File: config.mk
export PLATFORM = sky130hd
export DESIGN_NAME = onehot_encoder_pipe
export DESIGN_NICKNAME = d
export VERILOG_FILES = /design/src/rtl/onehot_encoder_pipe_pkg.sv /design/src/rtl/onehot_encoder_pipe_prio_enc.sv /design/src/rtl/onehot_encoder_pipe.sv
export SDC_FILE = /design/constraint.sdc
export NUM_CORES = 1
export LEC_CHECK = 0
export BUFFER_PORTS_ARGS = -buffer_cell sky130_fd_sc_hd__buf_2
export CAP_MARGIN = 5
export CORE_UTILIZATION = 52
export DETAILED_ROUTE_END_ITERATION = 10
export HOLD_SLACK_MARGIN = 0.12
export PLACE_DENSITY_LB_ADDON = 0.08
export SYNTH_ARGS = -nofsm -noshare
export SYNTH_HDL_FRONTEND = slang
export SYNTH_SLANG_ARGS = --single-unit
export TNS_END_PERCENT = 5
File: constraint.sdc
create_clock -name clk -period 2.3 [get_ports clk]
set_clock_uncertainty 0.2 [all_clocks]
set_input_delay 0.46 -clock clk [delete_from_list [all_inputs] [get_ports clk]]
set_output_delay 0.46 -clock clk [all_outputs]
set_load 0.05 [all_outputs]
File: src/rtl/onehot_encoder_pipe_pkg.sv
// Shared types and constants for the one-hot encoder pipeline.
// The default widths here are used by the top level and its consumers.
package onehot_encoder_pipe_pkg;

  localparam int DEF_SEL_W = 3;
  localparam int DEF_CNT_W = 8;

  typedef enum logic [1:0] {
    ST_EMPTY = 2'd0,
    ST_ONE   = 2'd1,
    ST_TWO   = 2'd2
  } state_e;

  // Encode result at the default index width.
  typedef struct packed {
    logic [DEF_SEL_W-1:0] idx;
    logic                 zero;
    logic                 multi;
  } enc_res_t;

endpackage

File: src/rtl/onehot_encoder_pipe_prio_enc.sv
// Combinational 2^N -> N priority encoder; the highest set bit wins.
// Also reports empty and multi-hot vectors.
module onehot_prio_enc #(
  parameter int SEL_W = 3,
  localparam int IN_W = 1 << SEL_W
) (
  input  logic [IN_W-1:0]  i_vec,
  output logic [SEL_W-1:0] o_idx,
  output logic             o_zero,
  output logic             o_multi
);

  logic w_seen;

  // Upward scan: each later set bit overwrites the index, so the top one sticks.
  always_comb begin
    o_idx   = '0;
    o_multi = 1'b0;
    w_seen  = 1'b0;
    for (int i = 0; i < IN_W; i++) begin
      if (i_vec[i]) begin
        o_multi = o_multi | w_seen;
        w_seen  = 1'b1;
        o_idx   = SEL_W'(i);
      end
    end
    o_zero = ~w_seen;
  end

endmodule

File: src/rtl/onehot_encoder_pipe.sv
// Registered one-hot-to-binary encoder behind a 2-entry skid buffer,
// with saturating delivered-word and error counters.
module onehot_encoder_pipe
  import onehot_encoder_pipe_pkg::*;
#(
  parameter int SEL_W = DEF_SEL_W,
  parameter int CNT_W = DEF_CNT_W,
  localparam int IN_W = 1 << SEL_W
) (
  input  logic             clk,
  input  logic             reset,
  input  logic             in_valid,
  output logic             in_ready,
  input  logic [IN_W-1:0]  in_vec,
  output logic             out_valid,
  input  logic             out_ready,
  output logic [SEL_W-1:0] out_idx,
  output logic             out_zero,
  output logic             out_multi,
  output logic [CNT_W-1:0] cnt_words,
  output logic [CNT_W-1:0] cnt_errs
);

  typedef struct packed {
    logic [SEL_W-1:0] idx;
    logic             zero;
    logic             multi;
  } res_t;

  state_e           r_state;
  res_t             r_out;
  res_t             r_skid;
  logic [CNT_W-1:0] r_cnt_words;
  logic [CNT_W-1:0] r_cnt_errs;

  res_t w_enc;
  logic w_in_xfer;
  logic w_out_xfer;

  // Encoding happens before storage, so both entries hold finished results.
  onehot_prio_enc #(.SEL_W(SEL_W)) u_enc (
    .i_vec   (in_vec),
    .o_idx   (w_enc.idx),
    .o_zero  (w_enc.zero),
    .o_multi (w_enc.multi)
  );

  // Ready depends only on held state, never on out_ready.
  assign in_ready   = ~reset & (r_state != ST_TWO);
  assign out_valid  = (r_state != ST_EMPTY);
  assign w_in_xfer  = in_valid & in_ready;
  assign w_out_xfer = out_valid & out_ready;

  assign out_idx   = r_out.idx;
  assign out_zero  = r_out.zero;
  assign out_multi = r_out.multi;
  assign cnt_words = r_cnt_words;
  assign cnt_errs  = r_cnt_errs;

  always_ff @(posedge clk) begin
    if (reset) begin
      r_state     <= ST_EMPTY;
      r_out       <= '0;
      r_skid      <= '0;
      r_cnt_words <= '0;
      r_cnt_errs  <= '0;
    end else begin
      if (w_out_xfer) begin
        if (r_cnt_words != '1)
          r_cnt_words <= r_cnt_words + CNT_W'(1);
        if ((r_out.zero | r_out.multi) && (r_cnt_errs != '1))
          r_cnt_errs <= r_cnt_errs + CNT_W'(1);
      end

      case (r_state)
        ST_EMPTY: begin
          if (w_in_xfer) begin
            r_out   <= w_enc;
            r_state <= ST_ONE;
          end
        end
        ST_ONE: begin
          if (w_in_xfer && w_out_xfer) begin
            r_out <= w_enc;
          end else if (w_in_xfer) begin
            r_skid  <= w_enc;
            r_state <= ST_TWO;
          end else if (w_out_xfer) begin
            r_state <= ST_EMPTY;
          end
        end
        ST_TWO: begin
          if (w_out_xfer) begin
            r_out   <= r_skid;
            r_state <= ST_ONE;
          end
        end
        default: r_state <= ST_EMPTY;
      endcase
    end
  end

endmodule

**Word level (Yosys, flattened, before mapping)**

Cells that the tools add are included.

- Register bits: 28
- Bits of input ports: 12

- Add/sub/neg operators: 2
- Equality and inequality tests: 10
- Multiplexer cells: 32
- Bitwise operators: 13
- Reduce and logical (&&, ||, !) cells: 10

Operators by type and width:

| kind | number |
|---|---|
| $add 8x1->8 const B | 2 |
| $mux 1 | 16 |
| $ne 8x8->1 const B | 2 |
| $mux 5 | 3 |
| $pmux 5 s3 | 1 |
| $mux 2 | 7 |
| $mux 3 | 4 |
| $ne 2x2->1 const B | 5 |
| $reduce_and 4->1 | 2 |
| $or 1x1->1 | 7 |
| $pmux 2 s3 | 1 |
| $reduce_and 2->1 | 2 |
| $and 1x1->1 | 3 |
| $ne 3x3->1 const B | 1 |
| $not 1->1 | 3 |
| $reduce_and 3->1 | 1 |
| $reduce_bool 3->1 | 1 |
| $eq 2x1->1 const B | 1 |
| $eq 2x2->1 const B | 1 |
| $logic_and 1x1->1 | 2 |
| $logic_not 2->1 | 1 |
| $reduce_bool 2->1 | 1 |

**Logic depth before layout (Yosys ltp)**

- Depth after elaboration: 16
- Gate-level depth with buffers: 6
- Depth with buffers taken out: 6

**Cells and area by module**

Synthesis repeated with hierarchy kept, for this count alone.

- Cell total of the unflattened synthesis: 173
- Area total of the unflattened synthesis: 1492.7 um^2

Modules (own cells, without submodules):

| module | instances | cells an instance | area each (um^2) | seq. area each (um^2) |
|---|---|---|---|---|
| onehot_encoder_pipe | 1 | 153 | 1366.3 | 560.5 |
| onehot_prio_enc | 1 | 20 | 126.4 | 0.0 |

**Worst setup path before layout**

OpenSTA, ideal clock, no wires.

- Path type: input-to-output
- Start: input port reset
- End: output port in_ready
- Arrival: 1.524 ns
- Data required time: 1.640 ns
- Slack: 0.116 ns
- Cell stages on the path: 3
- Path buffers: 2
- Cell sequence: clkbuf_1 clkbuf_1 nor2_1

- Cells in the longest elaborated chain, start to end: 2

RTL lines:

| what | RTL line | text |
|---|---|---|
| start: declaration | onehot_encoder_pipe.sv:11 | `input logic reset,` |
| $not 1->1 | onehot_encoder_pipe.sv:49 | `assign in_ready = ~reset & (r_state != ST_TWO);` |
| $and 1x1->1 | onehot_encoder_pipe.sv:49 |  |
| end: declaration | onehot_encoder_pipe.sv:13 | `output logic in_ready,` |

Every way passes these cells.

**Worst setup path after layout**

- Start: register r_state[1]
- End: output port in_ready

- Cells in the longest elaborated chain, start to end: 2

RTL lines:

| what | RTL line | text |
|---|---|---|
| start: declaration | onehot_encoder_pipe.sv:30 | `state_e r_state;` |
| start signal: assignment | onehot_encoder_pipe.sv:62 | `r_state <= ST_EMPTY;` |
| start signal: assignment | onehot_encoder_pipe.sv:79 | `r_state <= ST_ONE;` |
| start signal: assignment | onehot_encoder_pipe.sv:87 | `r_state <= ST_TWO;` |
| $ne 2x2->1 | onehot_encoder_pipe.sv:49 |  |
| $and 1x1->1 | onehot_encoder_pipe.sv:49 |  |

Every way passes these cells.

==> summary.txt <==
crit-path max FO: 10
Syn Inst Count: 164
Final Non-Filler Cells: 232
Post-synth ARST share: 0%
Fin. Hold Viols: 0
overall power: 984 uW
1st-pass router iterations: 4
status: complete, no violations
Max Slew Vio Count: 0
grt total ovfl: 0
hpwl dp: 2030 um
WHS Path Cells: 4
synthesized area per cell: 8.60 um^2
Max VDD drop: 0.446 mV
ant diodes: 0
Yosys cell types: 38
Seq/Total Area, Yosys: 39.8%
Critical Path End Type: output port
worst-margin pin slew: 0.510 ns
TritonCTS Buffers: 3
number of global-route vias before repair: 1065
die height: 54.1 um
Post-Syn Nets: 178
core area: 2520 um^2
worst hold slack: 0.261 ns
Via Count: 1307
Hold Crit Class: input pin to register
RSZ-0062 raised after global routing: no
Final TNS setup: 0 ns
H-Tree Depth: 1
final worst path period share: 87.6%
Ys Warns: 0
largest net degree at the start of global routing: 30
clock root cell: clkbuf_4
cell area after synthesis: 1410 um^2
worst-skew pair later-pin latency: 0.33 ns
fraction of layout cells with a size suffix above 1: 25.2%
final core occ: 66.8%
DRC: 0
IO Count: 35
Yosys reg bits: 28
DIE AREA: 2920 um^2
CTS sink count: 28
Clock Path Buffers: 2
EDFF count, synth: 0
required time worst endpoint: 1.64 ns
crit start category: register
FP Rows: 18
maximum clock rate: 496 MHz
Main synth FF type: dfxtp_1
CTS tree: built
Initial DRC Count: 17
Clock transition at path regs: 0.15 ns
Max-Cap Viols: 0
Total Routing Usage GR: 21.8%
reg-to-reg setup timing slack: 0.42 ns
first-pass GRT wire length: 4560 um
Area growth syn-to-layout: 19.4%
Min-Delay Endpoint: r_state[1]
Die Span X: 54.1 um
slew margin rel.: 65.6%
hold_buf cts: 0
Worst Reg-to-Reg Cells: 5
Setup Buffers After CTS: 0
RR Endpoint: cnt_errs[7]
DP Cell Count: 228
post-CTS sizing: 0
port bufs: 34
post-route ant nets: 0
initial antenna violation count: 0
Data arrival, critical path: 1.36 ns
min cycle time layout: 2.02 ns
hold path start: out_ready
leakage: 0.667 nW
Final Setup Violations: 0
initial core utilization: 55.9%
WL/cell: 12.2 um
GP Congestion: 0.728
DRT Wirelength: 2840 um
nets@finish: 217
Worst R2R Start: r_state[1]
PwrDens: 584 nW/um^2
critical path class: register to output port
vias per inst: 5.63
==> cell families (layout without fill, tap and decap cells) <==
logic type | Yosys count | in the layout | synth area share (%)
fa+ha+maj | 2 | 2 | 1.77
simple gates | 76 | 76 | 26.1
compound gates | 31 | 31 | 17.7
flops | 28 | 28 | 39.8
buf+inv | 8 | 46 | 2.22
mux | 7 | 7 | 4.97
xor+xnor | 12 | 12 | 7.45
==> cells in the mapped netlist (3+ instances only) <==
master	n	area share [%]
inv_1	4	1.1
a211oi_1	5	2.7
nand2_1	8	2.1
nand3_1	5	1.8
xor2_1	4	2.5
nand2b_1	4	1.8
xnor2_1	8	5.0
o21a_1	3	1.6
nor2_1	34	9.1
nor3_1	8	2.8
mux2i_1	7	5.0
dfxtp_1	28	40
nand4_1	4	1.8
a21oi_1	6	2.1
o21ai_0	6	2.1
==> layout by cell type, fill, tap and decap left out, types with 2 or more instances in the layout <==
cell       n
nand2b_1   4
xnor2_1    8
nor2_1    34
or3_1      2
nor3_1     8
nor2b_1    2
o21a_1     3
a21oi_1    6
a211oi_1   5
nand4_1    4
o311ai_0   2
buf_4      4
buf_2     34
o21ai_0    6
o31ai_2    2
inv_1      4
mux2i_1    7
nand2_1    8
xor2_1     4
nand3_1    5
nor4_1     2
dfxtp_1   28
clkbuf_4   3
ha_1       2
==> worst max-delay path by stage <==
stage                     slack, ns  depth (start not counted)         to  startpoint
after floorplan                0.12                          3   in_ready       reset
after global placement         0.15                          6  out_multi   in_vec[2]
after detailed placement        0.1                          6  out_multi   in_vec[2]
after CTS                      0.29                          3   in_ready  r_state[1]
after global routing           0.23                          3   in_ready  r_state[1]
final                          0.28                          3   in_ready  r_state[1]
==> state kept, by name, summed over array words and instances (netlist names) <==
signal	cells
cnt_errs	8
out_idx	3
out_multi	1
out_zero	1
r_state	2
cnt_words	8
r_skid	5
==> worst max-delay path: stages, from the launching register on <==
cell and delay, ns:
dfxtp_1 0.55, nor2b_1 0.22, nor2_1 0.05, buf_2 0.20
==> per-stage QoR <==
step                setup slack, ns  cell area [um^2]
floorplan                     0.116              1410
CTS                           0.287              1680
global route                  0.227              1680
finish                        0.285              1680
global placement              0.155              1630
detailed placement           0.0971              1630
==> per-layer routing <==
metal	vias to the layer above	track usage (%)	share of wire, %
li1	659	-	-
met1	607	28.4	47
met2	37	35.8	46
met3	4	2.54	5.4
met4	0	9.83	1.7
met5	-	0	0
==> layout make-up <==
cell class / instances / area (um^2)
well taps: 30 / 37.5
flip-flops and latches: 28 / 561
fillers: 220 / 838
inverters: 4 / 15.0
clock buffers: 3 / 22.5
multi-input cells: 128 / 818
repair buffers: 38 / 200
clock inverters: 1 / 30.0
==> where the power goes <==
part	leakage, nW	internal, mW	switching, mW
clock network	0.0279	0.176	0.150
logic	0.412	0.0482	0.0992
registers	0.227	0.498	0.0115
total	0.667	0.723	0.261
Power figures use the tool's default switching activity.
